### src/rtl/countdown_pkg.sv
// ---------------------------------------------------------------------------
// countdown_pkg
//
// Shared definitions for the M.SS.t countdown timer:
//   - state_t      : controller states (idle, running, expired)
//   - D*_MAX       : largest value each BCD digit may hold
//   - DVSR_DEFAULT : prescaler modulus giving a 0.1 s tick from a 100 MHz clock
//   - PRESCALE_W   : width of the prescaler counter
//   - clampBcd     : saturates a preset nibble to a digit's maximum
// ---------------------------------------------------------------------------
package countdown_pkg;

  typedef enum logic [1:0] {
    ST_IDLE    = 2'd0,
    ST_RUN     = 2'd1,
    ST_EXPIRED = 2'd2
  } state_t;

  // Digit maxima, least significant first: tenths, seconds, tens of seconds,
  // minutes. The tens-of-seconds digit stops at 5 so the display reads M.SS.t.
  localparam int D0_MAX = 9;
  localparam int D1_MAX = 9;
  localparam int D2_MAX = 5;
  localparam int D3_MAX = 9;

  localparam int DVSR_DEFAULT = 10000000;
  localparam int PRESCALE_W   = 24;

  // Presets come straight from switches, so anything above a digit's maximum
  // is pulled down to that maximum instead of producing a non-BCD value.
  function automatic logic [3:0] clampBcd(input logic [3:0] value,
                                          input logic [3:0] maxValue);
    return (value > maxValue) ? maxValue : value;
  endfunction

endpackage

### src/rtl/bcd_digit_dn.sv
// ---------------------------------------------------------------------------
// bcd_digit_dn
//
// One down-counting BCD digit that wraps from 0 to MAX.
//
// Ports:
//   clk        : system clock, rising edge
//   reset      : synchronous active-high reset, clears the digit to 0
//   i_load     : load the clamped preset (wins over i_dec)
//   i_loadVal  : preset value, clamped to MAX on load
//   i_dec      : decrement enable for this cycle
//   o_digit    : registered digit value
//   o_borrow   : combinational; high when this digit decrements through 0,
//                used as the decrement enable of the next digit up
// ---------------------------------------------------------------------------
module bcd_digit_dn
  import countdown_pkg::*;
#(
  parameter int MAX = 9
) (
  input  logic       clk,
  input  logic       reset,
  input  logic       i_load,
  input  logic [3:0] i_loadVal,
  input  logic       i_dec,
  output logic [3:0] o_digit,
  output logic       o_borrow
);

  localparam logic [3:0] MAX_V = 4'(MAX);

  logic [3:0] r_digit;

  // Borrow is combinational so a whole borrow ripple through all four digits
  // lands on the same edge as the tick that started it.
  assign o_borrow = i_dec && (r_digit == 4'd0);
  assign o_digit  = r_digit;

  // Digit register: reset, then load, then decrement with wrap to MAX.
  always_ff @(posedge clk) begin
    if (reset) begin
      r_digit <= 4'd0;
    end else if (i_load) begin
      r_digit <= clampBcd(i_loadVal, MAX_V);
    end else if (i_dec) begin
      r_digit <= (r_digit == 4'd0) ? MAX_V : (r_digit - 4'd1);
    end
  end

endmodule

### src/rtl/countdown_timer.sv
// ---------------------------------------------------------------------------
// countdown_timer
//
// Presettable M.SS.t countdown timer with a 0.1 s resolution.
//
// Ports:
//   clk                 : system clock, rising edge
//   reset               : synchronous active-high reset
//   load                : level; load ld_d3..ld_d0 (clamped) and go idle
//   go                  : level; 1 = count down, 0 = pause
//   ld_d3..ld_d0        : BCD preset (minutes, tens of s, seconds, tenths)
//   d3..d0              : registered BCD remaining time
//   done                : high while the timer has expired
//   running             : high while counting
//
// Parameter DVSR is the number of clk cycles per 0.1 s tick.
// ---------------------------------------------------------------------------
module countdown_timer
  import countdown_pkg::*;
#(
  parameter int DVSR = DVSR_DEFAULT
) (
  input  logic       clk,
  input  logic       reset,
  input  logic       load,
  input  logic       go,
  input  logic [3:0] ld_d3,
  input  logic [3:0] ld_d2,
  input  logic [3:0] ld_d1,
  input  logic [3:0] ld_d0,
  output logic [3:0] d3,
  output logic [3:0] d2,
  output logic [3:0] d1,
  output logic [3:0] d0,
  output logic       done,
  output logic       running
);

  localparam logic [PRESCALE_W-1:0] LAST_COUNT = PRESCALE_W'(DVSR - 1);

  state_t                r_state;
  state_t                w_nextState;
  logic [PRESCALE_W-1:0] r_prescale;
  logic [PRESCALE_W-1:0] w_nextPrescale;
  logic                  w_counting;
  logic                  w_tick;
  logic                  w_digitsZero;
  logic                  w_lastTenth;
  logic                  w_borrow0;
  logic                  w_borrow1;
  logic                  w_borrow2;
  logic                  w_unusedBorrow3;

  // The prescaler only advances while actively counting; the tick fires on
  // its final count so the digits step on the same edge it wraps.
  assign w_counting = (r_state == ST_RUN) && go;
  assign w_tick     = w_counting && (r_prescale == LAST_COUNT);

  assign w_digitsZero = (d3 == 4'd0) && (d2 == 4'd0) && (d1 == 4'd0) && (d0 == 4'd0);

  // 0.00.1 is the only value one tick away from zero, so spotting it lets
  // the controller expire on the very edge the display reaches 0.00.0.
  assign w_lastTenth = (d3 == 4'd0) && (d2 == 4'd0) && (d1 == 4'd0) && (d0 == 4'd1);

  // Digit chain, tenths first; each borrow is the next digit's decrement.
  bcd_digit_dn #(.MAX(D0_MAX)) u_digit0 (
    .clk       (clk),
    .reset     (reset),
    .i_load    (load),
    .i_loadVal (ld_d0),
    .i_dec     (w_tick),
    .o_digit   (d0),
    .o_borrow  (w_borrow0)
  );

  bcd_digit_dn #(.MAX(D1_MAX)) u_digit1 (
    .clk       (clk),
    .reset     (reset),
    .i_load    (load),
    .i_loadVal (ld_d1),
    .i_dec     (w_borrow0),
    .o_digit   (d1),
    .o_borrow  (w_borrow1)
  );

  bcd_digit_dn #(.MAX(D2_MAX)) u_digit2 (
    .clk       (clk),
    .reset     (reset),
    .i_load    (load),
    .i_loadVal (ld_d2),
    .i_dec     (w_borrow1),
    .o_digit   (d2),
    .o_borrow  (w_borrow2)
  );

  // A borrow out of the minutes digit would need a tick at 0.00.0, which the
  // controller never issues, so it is left unused.
  bcd_digit_dn #(.MAX(D3_MAX)) u_digit3 (
    .clk       (clk),
    .reset     (reset),
    .i_load    (load),
    .i_loadVal (ld_d3),
    .i_dec     (w_borrow2),
    .o_digit   (d3),
    .o_borrow  (w_unusedBorrow3)
  );

  // Next-state logic. Load is applied last so it overrides every transition.
  always_comb begin
    w_nextState = r_state;
    unique case (r_state)
      ST_IDLE: begin
        if (go && !w_digitsZero) begin
          w_nextState = ST_RUN;
        end
      end
      ST_RUN: begin
        if (!go) begin
          w_nextState = ST_IDLE;
        end else if (w_tick && w_lastTenth) begin
          w_nextState = ST_EXPIRED;
        end
      end
      ST_EXPIRED: begin
        w_nextState = ST_EXPIRED;
      end
      default: begin
        w_nextState = ST_IDLE;
      end
    endcase
    if (load) begin
      w_nextState = ST_IDLE;
    end
  end

  // Prescaler next value. Pausing holds the partial count so a resume
  // finishes the same 0.1 s interval; the wrap on the final count also
  // leaves it cleared when the timer expires.
  always_comb begin
    w_nextPrescale = r_prescale;
    if (load) begin
      w_nextPrescale = '0;
    end else if (w_counting) begin
      w_nextPrescale = (r_prescale == LAST_COUNT) ? '0 : (r_prescale + 1'b1);
    end
  end

  // State and prescaler registers.
  always_ff @(posedge clk) begin
    if (reset) begin
      r_state    <= ST_IDLE;
      r_prescale <= '0;
    end else begin
      r_state    <= w_nextState;
      r_prescale <= w_nextPrescale;
    end
  end

  // Status flags decode straight from the state register, so they change
  // only on clock edges.
  assign done    = (r_state == ST_EXPIRED);
  assign running = (r_state == ST_RUN);

endmodule

### config.mk
export PLATFORM = sky130hd
export DESIGN_NAME = countdown_timer
export DESIGN_NICKNAME = d
export VERILOG_FILES = /design/src/rtl/countdown_pkg.sv /design/src/rtl/bcd_digit_dn.sv /design/src/rtl/countdown_timer.sv
export SDC_FILE = /design/constraint.sdc
export NUM_CORES = 1
export LEC_CHECK = 0
export CORE_MARGIN = 5
export CORE_UTILIZATION = 48
export DETAILED_ROUTE_END_ITERATION = 6
export GPL_ROUTABILITY_DRIVEN = 0
export GPL_TIMING_DRIVEN = 0
export PLACE_DENSITY = 0.74
export REMOVE_ABC_BUFFERS = 1
export SLEW_MARGIN = 40
export SYNTH_ARGS = -nofsm -noshare
export SYNTH_HDL_FRONTEND = slang
export SYNTH_SLANG_ARGS = --single-unit
export TNS_END_PERCENT = 10
### constraint.sdc
create_clock -name clk -period 1.9 [get_ports clk]
set_clock_uncertainty 0.1 [all_clocks]
set_input_delay 0.285 -clock clk [delete_from_list [all_inputs] [get_ports clk]]
set_output_delay 0.285 -clock clk [all_outputs]
set_load 0.02 [all_outputs]
==> flow_summary.ini, run 1 <==
[drt]
wl_per_cell_um = 15.6
drc = 0
via_count = 2234
routed_wl_mm = 6.21
dr.pass1.iters = 5
final_antenna_net_count = 0
vias_per_cell = 5.61
drt_iter0_markers = 136

[logic_synthesis]
synthMostInstantiatedCell = nor2_1
synthCells = 280
yosysWarningCount = 0
syn_area_per_cell_um2 = 8.38
synth_top_area_share_pct = 35.8
synth-seq-area-share_pct = 35.8
netlist_area_mm2 = 0.00235
synth.ff_latch_count = 42
synthFlopType = dfxtp_1
ys_types = 54
synth.area.top_cells = dfxtp_1 36%, nor2_1 7.5%, xnor2_1 7.5%, nand2_1 3.0%, nand4_1 2.9%
yosysTopAreaCell = dfxtp_1
synth_common_cells = 47 x nor2_1, 42 x dfxtp_1, 20 x xnor2_1
async_flop_share_pct = 0
synth_edf_count = 0

[power]
leakage_nw = 1.03
powerDensity_mw_per_mm2 = 564
ir_worst_vdd_uv = 311

[finish]
fillers = 399
area_growth_pct = 32.3
fin_nets = 351
fin_util_pct = 65.7
multi_input_comb_area_mm2 = 0.00155
n_antenna_cell = 0
drive_above_1_share_pct = 18.7
instances_no_fill = 398
seq_area_um2 = 862

[timing]
clock.fmax_mhz = 476
whs_ps = 404
finalHoldViolations = 0
worst_pin_slew_ps = 773
max-slew-margin-rel_pct = 48.3
rsz0062_at_grt = true
fin_crit_sh_pct = 111
final.min_clock_period_ps = 2100
fin_ws_ps = -202
setup-violations-final = 38
slew_violations = 0

[setup_path]
r2r-start = r_prescale[13]$_SDFFE_PP0P_
cp_num_buf_inv = 2
crit_required_ps = 1960
max_stage_delay_ps = 540
cp_num_cells = 7
r2r_slack_ps = -200
cp-end-kind = register
arrival_ps = 2160
path_common_cell = buf_4
cp_max_fo = 3
crit_path_start = r_prescale[13]$_SDFFE_PP0P_
crit_type = register to register
reg2reg_depth = 7
startpoint_type = register
crit_slowest_cell = or4_4
critPathTopFamily = simple AND/OR/NAND/NOR gates
crit_chain = or4_4 > nor4_4 > buf_4 > nand3b_1 > buf_4 > o31ai_2 > a311oi_1
crit_path_end = u_digit2.o_digit[2]$_SDFFE_PP0P_
reg2reg_to = u_digit2.o_digit[2]$_SDFFE_PP0P_

[clock_network]
htreeDepth = 2
insertion_delay_ps = 300
cts_sinks = 42
root_buffer = clkbuf_8
numCtsBuffers = 5
clk_pin_slew_worst_paths_ps = 80
cts.path.max_buffers = 2
cts_tree = yes

[die]
io_pins = 38
die_w_um = 79.9
initial_core_util_pct = 49.7
die_h_um = 79.9
fp.dieArea_mm2 = 0.00639
row_count = 25
coreArea_mm2 = 0.00472

[run_status]
status = finished, violations left
violations = setup timing

[run]
cap_violations = 0

[grt]
grt_pass1_vias = 2107
grt_usage_pct = 20.3
grt-ovfl-total = 0
grt_max_degree = 16
grt_pass1_wl_mm = 10.2
antenna_found_initial = 0

[hold_path]
worstHoldPathType = register to register

[place]
detailed_place_hpwl_mm = 4.06
dpl.cell_count = 374
portBuffers = 37
post-place-ws_ps = -711
## timing repair
item                                    CTS  global route
hold endpoints to repair                  0             0
pin swaps                                21             4
hold buffers                              0             0
gates resized for setup                  31             7
endpoints found under the setup margin   40            42
buffers inserted                         13             2
cloned                                    1             0
## layout make-up
type	count	share of cell area, %
Clock inverter	2	0.444
Multi-Input combinational cell	221	49.9
Inverter	8	0.968
Timing Repair Buffer	52	15.9
Sequential cell	42	27.8
Tap cell	67	2.70
Clock buffer	6	2.34
## layout by cell type (no fill, tap or decap), types with 3 or more instances in the layout
cell and count:
buf_4 14, o21ai_0 6, o21a_1 5, a21oi_1 5, or3_4 4, dfxtp_4 3, nor4_1 6, nor2b_1 5
xnor2_1 20, nand3b_1 4, inv_1 8, nor3_1 10, or3_1 4, mux2i_1 4, xor2_1 4, clkbuf_8 5
nand3_1 11, dfxtp_2 8, nor4_4 3, nand4_1 11, a311oi_1 6, nand4b_1 5, nand2_1 19, dfxtp_1 31
nor2_1 47, clkdlybuf4s50_1 35, or4_4 3
## tightest hold or removal path: cells and delay by family, from the launching register on
family | cells | cell delay (ps)
AOI/OAI and AO/OA | 1 | 50
DFF | 1 | 370
and+or+nand+nor | 1 | 50
## registers in the layout, summed over array words and instances, names as in the netlist
register	cells
u_digit1.o_digit	4
r_state	2
r_prescale	24
u_digit3.o_digit	4
u_digit2.o_digit	4
u_digit0.o_digit	4
## worst min path at each step
stage | from | endpoint | slack [ps] | cells past startpoint
6_report | r_prescale[1]$_SDFFE_PP0P_ | r_prescale[1]$_SDFFE_PP0P_ | 400 | 2
5_1_grt | r_prescale[1]$_SDFFE_PP0P_ | r_prescale[1]$_SDFFE_PP0P_ | 420 | 2
4_1_cts | r_prescale[1]$_SDFFE_PP0P_ | r_prescale[1]$_SDFFE_PP0P_ | 400 | 2
3_5_place_dp | r_prescale[1]$_SDFFE_PP0P_ | r_prescale[1]$_SDFFE_PP0P_ | 390 | 2
3_3_place_gp | r_prescale[1]$_SDFFE_PP0P_ | r_prescale[1]$_SDFFE_PP0P_ | 380 | 2
2_1_floorplan | reset | u_digit0.o_digit[0]$_SDFFE_PP0P_ | 260 | 1
## per-layer routing
layer / share of wire [%] / track usage [%] / vias to the layer above / wire, um
met5: 0 / 0 / - / 0
met4: 1.3 / 5.41 / 0 / 78
met3: 6.9 / 4.51 / 8 / 426
met2: 47 / 33.3 / 73 / 2940
met1: 44 / 26.8 / 1029 / 2760
li1: - / - / 1124 / -
## kinds of logic (layout without fill, tap and decap cells)
kind of cell	after synthesis	after routing	synth area share (%)
buffers and inverters	18	68	3.89
DFF	42	42	35.8
adders and majority gates	1	1	0.533
xor gates and xnor gates	24	24	8.96
AOI/OAI and AO/OA	35	36	10.6
muxes	4	4	1.71
and+or+nand+nor	156	156	38.5
## through the flow
step	instance area (um^2)	setup TNS, ps	total power (W)
3_3_place_gp	2740	-29110	0.00117
5_1_grt	3100	-7870	0.00183
2_1_floorplan	2280	-11550	0.00106
3_5_place_dp	2740	-20840	0.00118
4_1_cts	3050	-2750	0.00176
6_report	3100	-4080	0.00175
## where the power goes
part	internal, W	switching, W
registers	0.000895	0.0000276
logic	0.000129	0.000128
clock network	0.000259	0.000313
total	0.00128	0.000468
Power figures use the tool's default switching activity.
==> inputs of run 2 (changes only) <==
--- a/config.mk
+++ b/config.mk
@@ -5,8 +5,11 @@
 export SDC_FILE = /design/constraint.sdc
 export NUM_CORES = 1
 export LEC_CHECK = 0
+export CELL_PAD_IN_SITES_DETAIL_PLACEMENT = 0
+export CELL_PAD_IN_SITES_GLOBAL_PLACEMENT = 1
 export CORE_MARGIN = 5
-export CORE_UTILIZATION = 48
+export CORE_UTILIZATION = 36
+export CTS_CLUSTER_DIAMETER = 120
 export DETAILED_ROUTE_END_ITERATION = 6
 export GPL_ROUTABILITY_DRIVEN = 0
 export GPL_TIMING_DRIVEN = 0
==> run 2 against run 1 <==
Effect of this change: utilization decreased by 15 points; the run still ends with setup timing left; clock-buffer cell count is 1 higher; design area up 3.1%; first-iteration DRC count decreased by 18%; sequential share of layout area is 0.71 points lower; largest cell class unchanged; critical path type unchanged; critical endpoint is now u_digit3.o_digit[0]$_SDFFE_PP0P_; largest power group unchanged; critical path depth down 2.
==> flow_summary.ini, run 2 (same netlist as run 1, synthesis figures left out) <==
[drt]
routed_wl_mm = 6.49
vias_per_cell = 5.50
drc = 0
final_antenna_net_count = 0
wl_per_cell_um = 15.7
dr.pass1.iters = 4
drt_iter0_markers = 112
via_count = 2267

[clock_network]
htreeDepth = 2
cts_sinks = 42
cts_tree = yes
root_buffer = clkbuf_8
clk_pin_slew_worst_paths_ps = 80
cts.path.max_buffers = 2
insertion_delay_ps = 300
numCtsBuffers = 5

[finish]
layout_common_cells = 46 x nor2_1, 33 x clkdlybuf4s50_1, 30 x dfxtp_1
fin_nets = 355
final_common_cell = nor2_1
fillers = 592
n_antenna_cell = 0
largest_reg_flops = 24
regMostFlops = r_prescale
drive_above_1_share_pct = 22.1
area_growth_pct = 36.3
fin_area_mm2 = 0.00320

[power]
ir_worst_vdd_uv = 321
p_comb_share_pct = 15.5
leakage_nw = 1.09
powerDensity_mw_per_mm2 = 565
seq_power_share_pct = 51.1
power_w = 0.00181
swShare_pct = 26.3
p_switching_w = 0.000475
clkPwrFrac_pct = 33.4
power.internal_w = 0.00133

[place]
portBuffers = 37
detailed_place_hpwl_mm = 4.35
placed_area_mm2 = 0.00276

[die]
coreArea_mm2 = 0.00635
row_count = 29
die_h_um = 90.7
fp.dieArea_mm2 = 0.00823
io_pins = 38
die_w_um = 90.7
initial_core_util_pct = 36.9

[hold_path]
min_path_cells = 2
whs_endpoint = r_prescale[1]$_SDFFE_PP0P_
hold_start = r_prescale[1]$_SDFFE_PP0P_
worstHoldPathType = register to register

[setup_path]
crit_chain = or4_4 > nor4_4 > nand2_2 > or3_4 > a311oi_2
crit_required_ps = 2020
crit_slowest_cell = or4_4
reg2reg_depth = 5
cp-end-kind = register
max_stage_delay_ps = 540
startpoint_type = register
crit_type = register to register
r2r-start = r_prescale[13]$_SDFFE_PP0P_
reg2reg_to = u_digit3.o_digit[0]$_SDFFE_PP0P_
r2r_slack_ps = -210
arrival_ps = 2220
cp_max_fo = 5
crit_path_start = r_prescale[13]$_SDFFE_PP0P_

[run]
cap_violations = 0

[timing]
setup-violations-final = 38
max-slew-margin-rel_pct = 57.1
clock.fmax_mhz = 474
worst_pin_slew_ps = 644
fin_ws_ps = -209
fin_crit_sh_pct = 111
final.min_clock_period_ps = 2110
finalHoldViolations = 0
slew_violations = 0
rsz0062_at_grt = true

[grt]
grt_use_met1_pct = 21.8
grt-ovfl-total = 0
use_met2_pct = 23.4
use_met3_pct = 2.92
busiest_layer = met2
antenna_found_initial = 0
grt_usage_pct = 15.6
grt_pass1_vias = 2126
grt_max_degree = 16
grt_pass1_wl_mm = 10.6

[run_status]
violations = setup timing
status = finished, violations left
run 2: cell count changes in the layout (fill, tap and decap cells not counted), sizes merged:
| cell | change |
|---|---|
| buf | +4 |
| clkdlybuf4s50 | -2 |
| dlymetal6s2s | +2 |
| clkinv | -1 |
| clkbuf | +1 |
run 2: critical path: cells and delay by family (launching register included):
kind               cells  cell delay [ps]
AOI/OAI and AO/OA      1              220
DFF                    1              360
and+or+nand+nor        4             1350
run 2: per-stage QoR:
step | TNS [ps] | std cells | util, % | setup slack [ps] | hold WS (ps)
2_1_floorplan | -11550 | 270 | - | -508 | 257
3_3_place_gp | -31790 | 384 | 43.3 | -1210 | 384
3_5_place_dp | -19000 | 384 | 43.5 | -688 | 390
4_1_cts | -2780 | 406 | 48.5 | -204 | 398
5_1_grt | -5910 | 412 | 50.4 | -279 | 430
6_report | -2830 | 412 | 50.4 | -209 | 394
run 2: per-layer routing:
layer,share of wire (%),wire [um]
met5,0,0
met4,1.7,110
met3,3.9,252
met1,49,3160
met2,46,2960
run 2: area by class of cell:
class / instances / area, um^2 / area share [%]
clock buffer: 7 / 86.3 / 2.70
clock inverter: 1 / 5.00 / 0.156
inverter: 8 / 30.0 / 0.939
multi-input combinational: 221 / 1580 / 49.5
sequential: 42 / 866 / 27.1
tap: 77 / 96.3 / 3.01
timing repair buffer: 56 / 532 / 16.6
run 2: repair_timing:
| action | CTS | global route |
|---|---|---|
| setup endpoints to repair | 41 | 41 |
| gates resized for setup | 32 | 17 |
| pin swaps | 18 | 4 |
| buffers inserted | 13 | 6 |
| cloned | 1 | 0 |
| hold buffers | 0 | 0 |
run 2: worst max path at each step:
stage	slack, ps	depth (start not counted)	to
after CTS	-200	5	u_digit3.o_digit[3]$_SDFFE_PP0P_
after global placement	-1210	6	r_prescale[3]$_SDFFE_PP0P_
final	-210	5	u_digit3.o_digit[0]$_SDFFE_PP0P_
after detailed placement	-690	6	r_prescale[21]$_SDFFE_PP0P_
after floorplan	-510	6	r_prescale[10]$_SDFFE_PP0P_
after global routing	-280	5	u_digit3.o_digit[0]$_SDFFE_PP0P_
run 2: power by group through the flow:
stage	clock (W)	combinational, W	sequential [W]
after floorplan	0	0.0000961	0.000962
after global placement	0	0.000233	0.000946
after detailed placement	0	0.000235	0.000946
after CTS	0.000628	0.000251	0.000923
after global routing	0.000657	0.000301	0.000928
final	0.000605	0.000279	0.000924
